**config.mk**
```make
export PLATFORM = sky130hd
export DESIGN_NAME = hand_collector
export DESIGN_NICKNAME = d
export VERILOG_FILES = /design/src/rtl/hand_collector.sv
export SDC_FILE = /design/constraint.sdc
export NUM_CORES = 1
export LEC_CHECK = 0
export BUFFER_PORTS_ARGS = -buffer_cell sky130_fd_sc_hd__buf_2
export CORE_ASPECT_RATIO = 0.5
export CORE_UTILIZATION = 25
export CTS_CLUSTER_SIZE = 40
export DETAILED_ROUTE_END_ITERATION = 12
export GPL_TIMING_DRIVEN = 1
export SETUP_SLACK_MARGIN = 0.4
export SYNTH_ARGS = -nofsm -noshare
export SYNTH_HDL_FRONTEND = slang
export SYNTH_SLANG_ARGS = --single-unit
export TNS_END_PERCENT = 1
```
**constraint.sdc**
```tcl
create_clock -name clk -period 5.05 [get_ports clk]
set_input_delay 0.505 -clock clk [delete_from_list [all_inputs] [get_ports clk]]
set_output_delay 0.505 -clock clk [all_outputs]
set_load 0.03 [all_outputs]
```
**src/rtl/hand_collector.sv**
```systemverilog
// Collects encoded cards from the dealer into a hand, rejecting malformed and duplicate
// cards, then holds the complete hand for the evaluator until it is consumed or aborted.
module hand_collector #(
  parameter int NUM_CARDS = 5,
  parameter int CARD_W    = 6,
  parameter bit DUP_CHECK = 1'b1
) (
  input  logic                              clk,
  input  logic                              rst,
  input  logic [CARD_W-1:0]                 card_in,
  input  logic                              card_valid,
  output logic                              card_ready,
  input  logic                              abort,
  output logic [NUM_CARDS-1:0][CARD_W-1:0]  hand_out,
  output logic                              hand_valid,
  input  logic                              hand_ready,
  output logic [2:0]                        card_count,
  output logic                              bad_card,
  output logic                              dup_card
);

  typedef enum logic {COLLECT, PRESENT} state_t;

  state_t state;
  logic   is_dup;

  assign card_ready = (state == COLLECT);

  // Only slots below card_count hold cards of the current hand; the rest are stale.
  always_comb begin
    is_dup = 1'b0;
    for (int k = 0; k < NUM_CARDS; k++) begin
      if (DUP_CHECK && (3'(k) < card_count) &&
          (hand_out[k][CARD_W-1:1] == card_in[CARD_W-1:1]))
        is_dup = 1'b1;
    end
  end

  always_ff @(posedge clk or posedge rst) begin
    if (rst) begin
      state      <= COLLECT;
      hand_out   <= '0;
      card_count <= 3'd0;
      hand_valid <= 1'b0;
      bad_card   <= 1'b0;
      dup_card   <= 1'b0;
    end else begin
      bad_card <= 1'b0;
      dup_card <= 1'b0;
      if (abort) begin
        state      <= COLLECT;
        card_count <= 3'd0;
        hand_valid <= 1'b0;
      end else begin
        case (state)
          COLLECT: begin
            if (card_valid) begin
              if (!card_in[0]) begin
                bad_card <= 1'b1;
              end else if (is_dup) begin
                dup_card <= 1'b1;
              end else begin
                for (int k = 0; k < NUM_CARDS; k++) begin
                  if (card_count == 3'(k))
                    hand_out[k] <= card_in;
                end
                card_count <= card_count + 3'd1;
                if (card_count == 3'(NUM_CARDS - 1)) begin
                  state      <= PRESENT;
                  hand_valid <= 1'b1;
                end
              end
            end
          end
          PRESENT: begin
            if (hand_ready) begin
              state      <= COLLECT;
              card_count <= 3'd0;
              hand_valid <= 1'b0;
            end
          end
          default: state <= COLLECT;
        endcase
      end
    end
  end

endmodule

```
==> metrics, run 1 <==
status complete, no violations; maximum number of pins on one net before global-route repair 38; layout net count 210; worst-path cell with the longest stage delay o32a_1; cts hold-fix bufs 0; Post-CTS Setup Repair Bufs 0; CTS tree built; gr busiest metal met2; DRC viols 0; Startpoint Class flop; WL final 3978 um; sequential area share after synthesis 48.18%; Final min period 2.147 ns; vias per inst 4.375; synth unique cells 37; clock transition at the registers of the reported paths 0.06 ns; skew final 0.003285 ns; Overflow after GRT 0; P_leak 1.147 nW; Slew @ Worst Pin 0.5788 ns; worst-case clock buffer depth 2; DIE HEIGHT 64.00 um; met3 usage 2.429%; met2 usage 17.33%; Worst-Skew Late Latency 0.28 ns; HPWL after detailed placement 2985 um; critical-path cell list nor2_2 > a21o_1 > o32a_1 > nand4_4 > mux2_2; Worst path top cell family by delay compound AO/OA/AOI/OAI gates; final hold violation count 0; Area growth syn-to-layout 23.57%; final instance area 2375 sq um; first-pass GRT wire length 6679 um; Num CTS Buffers 5; 1st-pass router iterations 4; die width 126.0 um; I/O Buffers 47; RSZ-0062 raised after global routing no; Post-DP Area 2231 sq um; DRT iter0 DRCs 59; Max Cap Viol 0; H-Tree Depth 2; final RePlAce weighted congestion 0.7669; worst hold slack 0.3222 ns; initial antenna violation count 0; Slew Viols, Final 0; Tot GR Track Use 10.66%; layout cells sized above 1 44.67%; WL per Instance 13.58 um; Fmax 465.8 MHz; Core Area 7377 sq um; Syn Nets 162; # IOs 48; Avg Cell Area, Syn 12.99 sq um; Rel. slew slack 61.36%; vias post-DR 1282; Routed Antenna Nets 0; synthesized instance count 148; clock sinks 37; post_cts resized 0; CTS root buf clkbuf_16; initial core utilization 26.05%; Final period util 42.51%; CP max FO 8; Synth Cell Area 1922 sq um; Final setup viols 0; crit path capture type flop; Worst path max stage delay 0.51 ns; Syn. warnings 0; met1 usage 13.73%; Antenna Cells 0; Power Dens Cells 355.4 nW/um^2; Yosys reg bits 37; Worst VDD drop 0.1332 mV; Critical Path AT 2.31 ns; die area 8063 sq um; cell row count 22; Setup TNS 0 ns; Buf+Inv Stages, Crit Path 0; number of global-route vias before repair 1269; CP required 5.21 ns; Crit Path Category reg2reg; Hold Path Class in2async
## worst register-to-register path, stage by stage (launching register included)
cell and delay [ns]:
dfrtp_1 0.49, nor2_2 0.25, a21o_1 0.14, o32a_1 0.51, nand4_4 0.29, mux2_2 0.35
## layout by cell type, fill, tap and decap left out, types with 2 or more instances in the layout
master	instances
dfrtp_1	37
nand3_1	3
nand4_1	2
clkinvlp_4	2
ha_1	3
clkbuf_16	5
nor2_1	4
a21oi_1	2
nand2b_1	5
nand4_4	2
xnor2_1	9
nand4b_4	3
nand2_1	5
buf_2	47
xor2_1	16
inv_1	4
nor4_1	2
mux2_2	25
## power breakdown
part | switching [mW] | total, mW | internal, mW
sequential | 0.0280 | 0.356 | 0.328
combinational | 0.119 | 0.190 | 0.0705
clock | 0.116 | 0.298 | 0.183
total | 0.263 | 0.844 | 0.581
## area by class of cell
| type | instances | area [sq um] |
|---|---|---|
| multi-input cells | 100 | 927.1 |
| repair buffers | 48 | 242.7 |
| fillers | 753 | 5002 |
| flip-flops and latches | 37 | 925.9 |
| inverters | 4 | 15.01 |
| clock inverters | 2 | 15.01 |
| clock buffers | 6 | 128.9 |
| well taps | 96 | 120.1 |
## state kept, by name, summed over array words and instances, names as in the netlist
register,count
dup_card,1
card_count,3
hand_valid,1
hand_out,30
state,1
bad_card,1
## per-layer routing
layer / vias to the layer above / share of wire (%)
met5: - / 0
met4: 0 / 1.5
met3: 7 / 2.7
met2: 16 / 50
met1: 644 / 46
li1: 615 / -
## synth_stat cells (all sizes together)
cell type	instances	area share (%)
o22ai	1	0.33
xor2	16	7.3
nand2	5	0.98
ha	3	2.0
and4	1	0.46
nor4	2	0.65
o31ai	1	0.39
and2	1	0.33
dfrtp	37	48
nor2b	1	0.33
a21boi	1	0.39
o32ai	1	0.46
a31oi	2	1.4
o21a	1	0.39
nand4b	3	3.7
a21o	1	0.39
a32oi	1	0.46
o32a	1	0.52
nand3	3	0.78
nor3b	1	0.65
o31a	1	0.46
nor2	5	1.1
o21ai	1	0.26
nand3b	1	0.39
nand4	4	2.9
buf	7	2.8
xnor2	9	4.1
o211ai	1	0.39
a21oi	2	0.52
mux2	25	15
nand2b	5	1.6
inv	4	0.78
## per-stage QoR
step	total power [mW]	utilization, %	worst slack (ns)	std cells
after floorplan	0.4993	-	3.056	148
after global placement	0.5496	30.24	2.761	285
after detailed placement	0.5530	30.24	2.732	285
after CTS	0.8524	32.19	2.913	293
after global routing	0.8793	32.19	2.766	293
final	0.8441	32.19	2.903	293
## final timing paths
path                                           start  cells past startpoint  slack, ns                        to
hold / removal                                   rst                      3       0.32  hand_out[10]$_DFFE_PP0P_
min in group clk                          hand_ready                      2       0.42           state$_DFF_PP0_
hold reg to reg             hand_out[24]$_DFFE_PP0P_                      1       0.46  hand_out[24]$_DFFE_PP0P_
setup reg to reg           card_count[1]$_DFFE_PP0P_                      5       2.90  hand_out[26]$_DFFE_PP0P_
max in group asynchronous                        rst                      3       4.40   hand_out[8]$_DFFE_PP0P_
setup / recovery           card_count[1]$_DFFE_PP0P_                      5       2.90  hand_out[26]$_DFFE_PP0P_
## cells by family after synthesis
kind of cell,share of synthesized area [%]
fa+ha+maj,1.953
simple gates,13.87
buf+inv,3.580
xor+xnor,11.39
flops,48.18
mux,14.65
compound gates,6.381
Power figures use the tool's default switching activity.
==> run 2: changes to the inputs <==
Clock period 5.05 ns to 1.9 ns, I/O delays scaled along.
==> run 2 against run 1 <==
  * Clock skew increased by 0.0014 ns
  * Combinational power increased to 2.9 times the previous value
  * Count of clock-buffer cells in the layout unchanged
  * Via count increased by 7.6%
  * Critical path depth unchanged
  * First-iteration DRC count decreased by 25%
  * Hold slack got worse by 0.31 ns
  * Design area increased by 11%
  * Non-clock buffer count increased by 22
  * Sequential power increased to 2.7 times the previous value
  * Power increased to 2.9 times the previous value
==> metrics, run 2 (synthesis results as in run 1) <==
Layout fillers 720 (-4.4%); Antenna Cells 0 (unchanged); Power Dens Cells 920.0 nW/um^2 (+160%); CTS tree built; clock sinks 37 (unchanged); most frequent cells in the layout 47 x buf_2, 30 x dfrtp_1, 21 x buf_4, 20 x mux2_2, 16 x xor2_1; Core Area 7377 sq um (unchanged); DIE HEIGHT 64.00 um (unchanged); die width 126.0 um (unchanged); max reg flops 30 (unchanged); final hold violation count 0 (unchanged); # IOs 48 (unchanged); Crit Path Category reg2reg; worst hold slack 0.009577 ns (-0.3126 ns); final instance area 2638 sq um (+11%); Area growth syn-to-layout 37.24%; H-Tree Depth 2 (unchanged); switching share of total power 29.56% (-1.6 points); cell row count 22 (unchanged); vias post-DR 1379 (+7.6%); CP required 2.06 ns (-3.15 ns); clock network power share 38.5% (+3.2 points); number of global-route vias before repair 1404 (+11%); Final setup viols 0 (unchanged); 1st-pass router iterations 4 (unchanged); Fmax 560.2 MHz (+20%); DRC viols 0 (unchanged); worst-path cell with the longest stage delay dfrtp_1; Final min period 1.785 ns (-0.3617 ns); I/O Buffers 47 (unchanged); Routed Antenna Nets 0 (unchanged); skew final 0.004672 ns (+0.001387 ns); DRT iter0 DRCs 44 (-25%); Critical Path AT 1.95 ns (-0.36 ns); Slew Viols, Final 0 (unchanged); Rel. slew slack 68.81% (+7.5 points); Worst VDD drop 0.3576 mV (+170%); P_leak 1.356 nW (+18%); flop2flop setup slack 0.11 ns (-2.79 ns); Worst-Skew Late Latency 0.28 ns (about the same); clock transition at the registers of the reported paths 0.06 ns (about the same); critical-path cell list xor2_1 > nor4_2 > a32oi_2 > nand4_4 > mux2_4; Post-DP Area 2330 sq um (+4.4%); CP max FO 7 (-1); Slew @ Worst Pin 0.4678 ns (-0.1110 ns); layout net count 232 (+10%); WL final 4373 um (+9.9%); Hold Path Class in2async; CTS root buf clkbuf_16; Logic pwr share 22.3% (-0.2 points); Largest regs hand_out (30), card_count (3); initial antenna violation count 0 (unchanged); RSZ-0062 raised after global routing yes; initial core utilization 26.05% (unchanged); final RePlAce weighted congestion 0.8320 (+8.5%); status complete, no violations; HPWL after detailed placement 3122 um (+4.6%); Seq. cell area 934.6 sq um (+0.95%); maximum number of pins on one net before global-route repair 38 (unchanged); Buf+Inv Stages, Crit Path 0 (unchanged); vias per inst 4.378 (about the same); sequential share of power 39.2% (-3.0 points); Max Cap Viol 0 (unchanged); crit path capture type flop; WL per Instance 13.88 um (+2.3%); first-pass GRT wire length 7169 um (+7.3%); Overflow after GRT 0 (unchanged); Startpoint Class flop; switching pwr 717.4 uW (+170%); Worst path max stage delay 0.40 ns (-0.11 ns); Pwr Total 2.427 mW (+190%); layout cells sized above 1 54.79% (+10 points); Num CTS Buffers 5 (unchanged); Worst path top cell family by delay simple AND/OR/NAND/NOR gates; worst-case clock buffer depth 2 (unchanged); internal power 1.709 mW (+190%); die area 8063 sq um (unchanged); Multi-input gate area 967.2 sq um (+4.3%); most common cell after layout, fill and taps aside buf_2; Final period util 93.95% (+51 points); largest reg by FF count hand_out; Tot GR Track Use 11.52% (+0.85 points)
==> run 2: cell count changes in the layout (fill, tap and decap cells not counted), moves of 2 or more <==
cell and change:
clkinvlp_4 -2, buf_4 +20, buf_12 +2, mux2_4 +5
dfrtp_1 -7, mux2_2 -5, dfrtp_2 +7
==> run 2: final cells by class <==
cell class / instances / share of cell area, %
clock buffer: 6 / 4.886
timing repair buffer: 70 / 16.41
sequential: 37 / 35.44
tap: 96 / 4.554
multi-input combinational: 100 / 36.67
inverter: 4 / 0.5693
clock inverter: 2 / 1.471
==> run 2: power by group through the flow <==
stage | logic, mW | registers, mW | clock network, mW
2_1_floorplan | 0.211 | 1.12 | 0
3_3_place_gp | 0.522 | 0.959 | 0
3_5_place_dp | 0.529 | 0.965 | 0
4_1_cts | 0.547 | 0.951 | 0.953
5_1_grt | 0.575 | 0.962 | 0.993
6_report | 0.542 | 0.951 | 0.934
==> run 2: metal layers <==
metal	up-vias	share of wire [%]	global-route usage, %
met3	10	3.0	3.350
met4	0	2.2	5.422
li1	662	-	-
met5	-	0	0
met1	682	45	13.57
met2	25	49	19.54
==> run 2: worst min-delay path: stages <==
cell	delay, ns
buf_2	0.09
inv_1	0.04
buf_4	0.40
==> run 2: worst paths after layout <==
kind                                     startpoint                        to  cells after the start
setup / recovery           hand_out[20]$_DFFE_PP0P_  hand_out[25]$_DFFE_PP0P_                      5
hold / removal                                  rst        bad_card$_DFF_PP0_                      3
setup reg to reg           hand_out[20]$_DFFE_PP0P_  hand_out[25]$_DFFE_PP0P_                      5
hold reg to reg            hand_out[12]$_DFFE_PP0P_  hand_out[12]$_DFFE_PP0P_                      1
max in group asynchronous                       rst  hand_out[10]$_DFFE_PP0P_                      3
min in group clk                         hand_ready           state$_DFF_PP0_                      2
==> run 2: through the flow <==
stage          instances  setup TNS (ns)  util (%)  setup WS [ns]
2_1_floorplan        148               0         -         0.1173
3_3_place_gp         293        -0.08618     31.58       -0.02086
3_5_place_dp         293         -0.1884     31.58       -0.04186
4_1_cts              315               0     35.75         0.1289
5_1_grt              315               0     35.75        0.05562
6_report             315               0     35.75         0.1149
==> run 2: repair_timing <==
action / in CTS / in global routing
pin swaps: 5 / 2
gates resized for setup: 8 / 0
hold buffers: 0 / 0
endpoints found under the setup margin: 36 / 37
setup buffers: 14 / 0
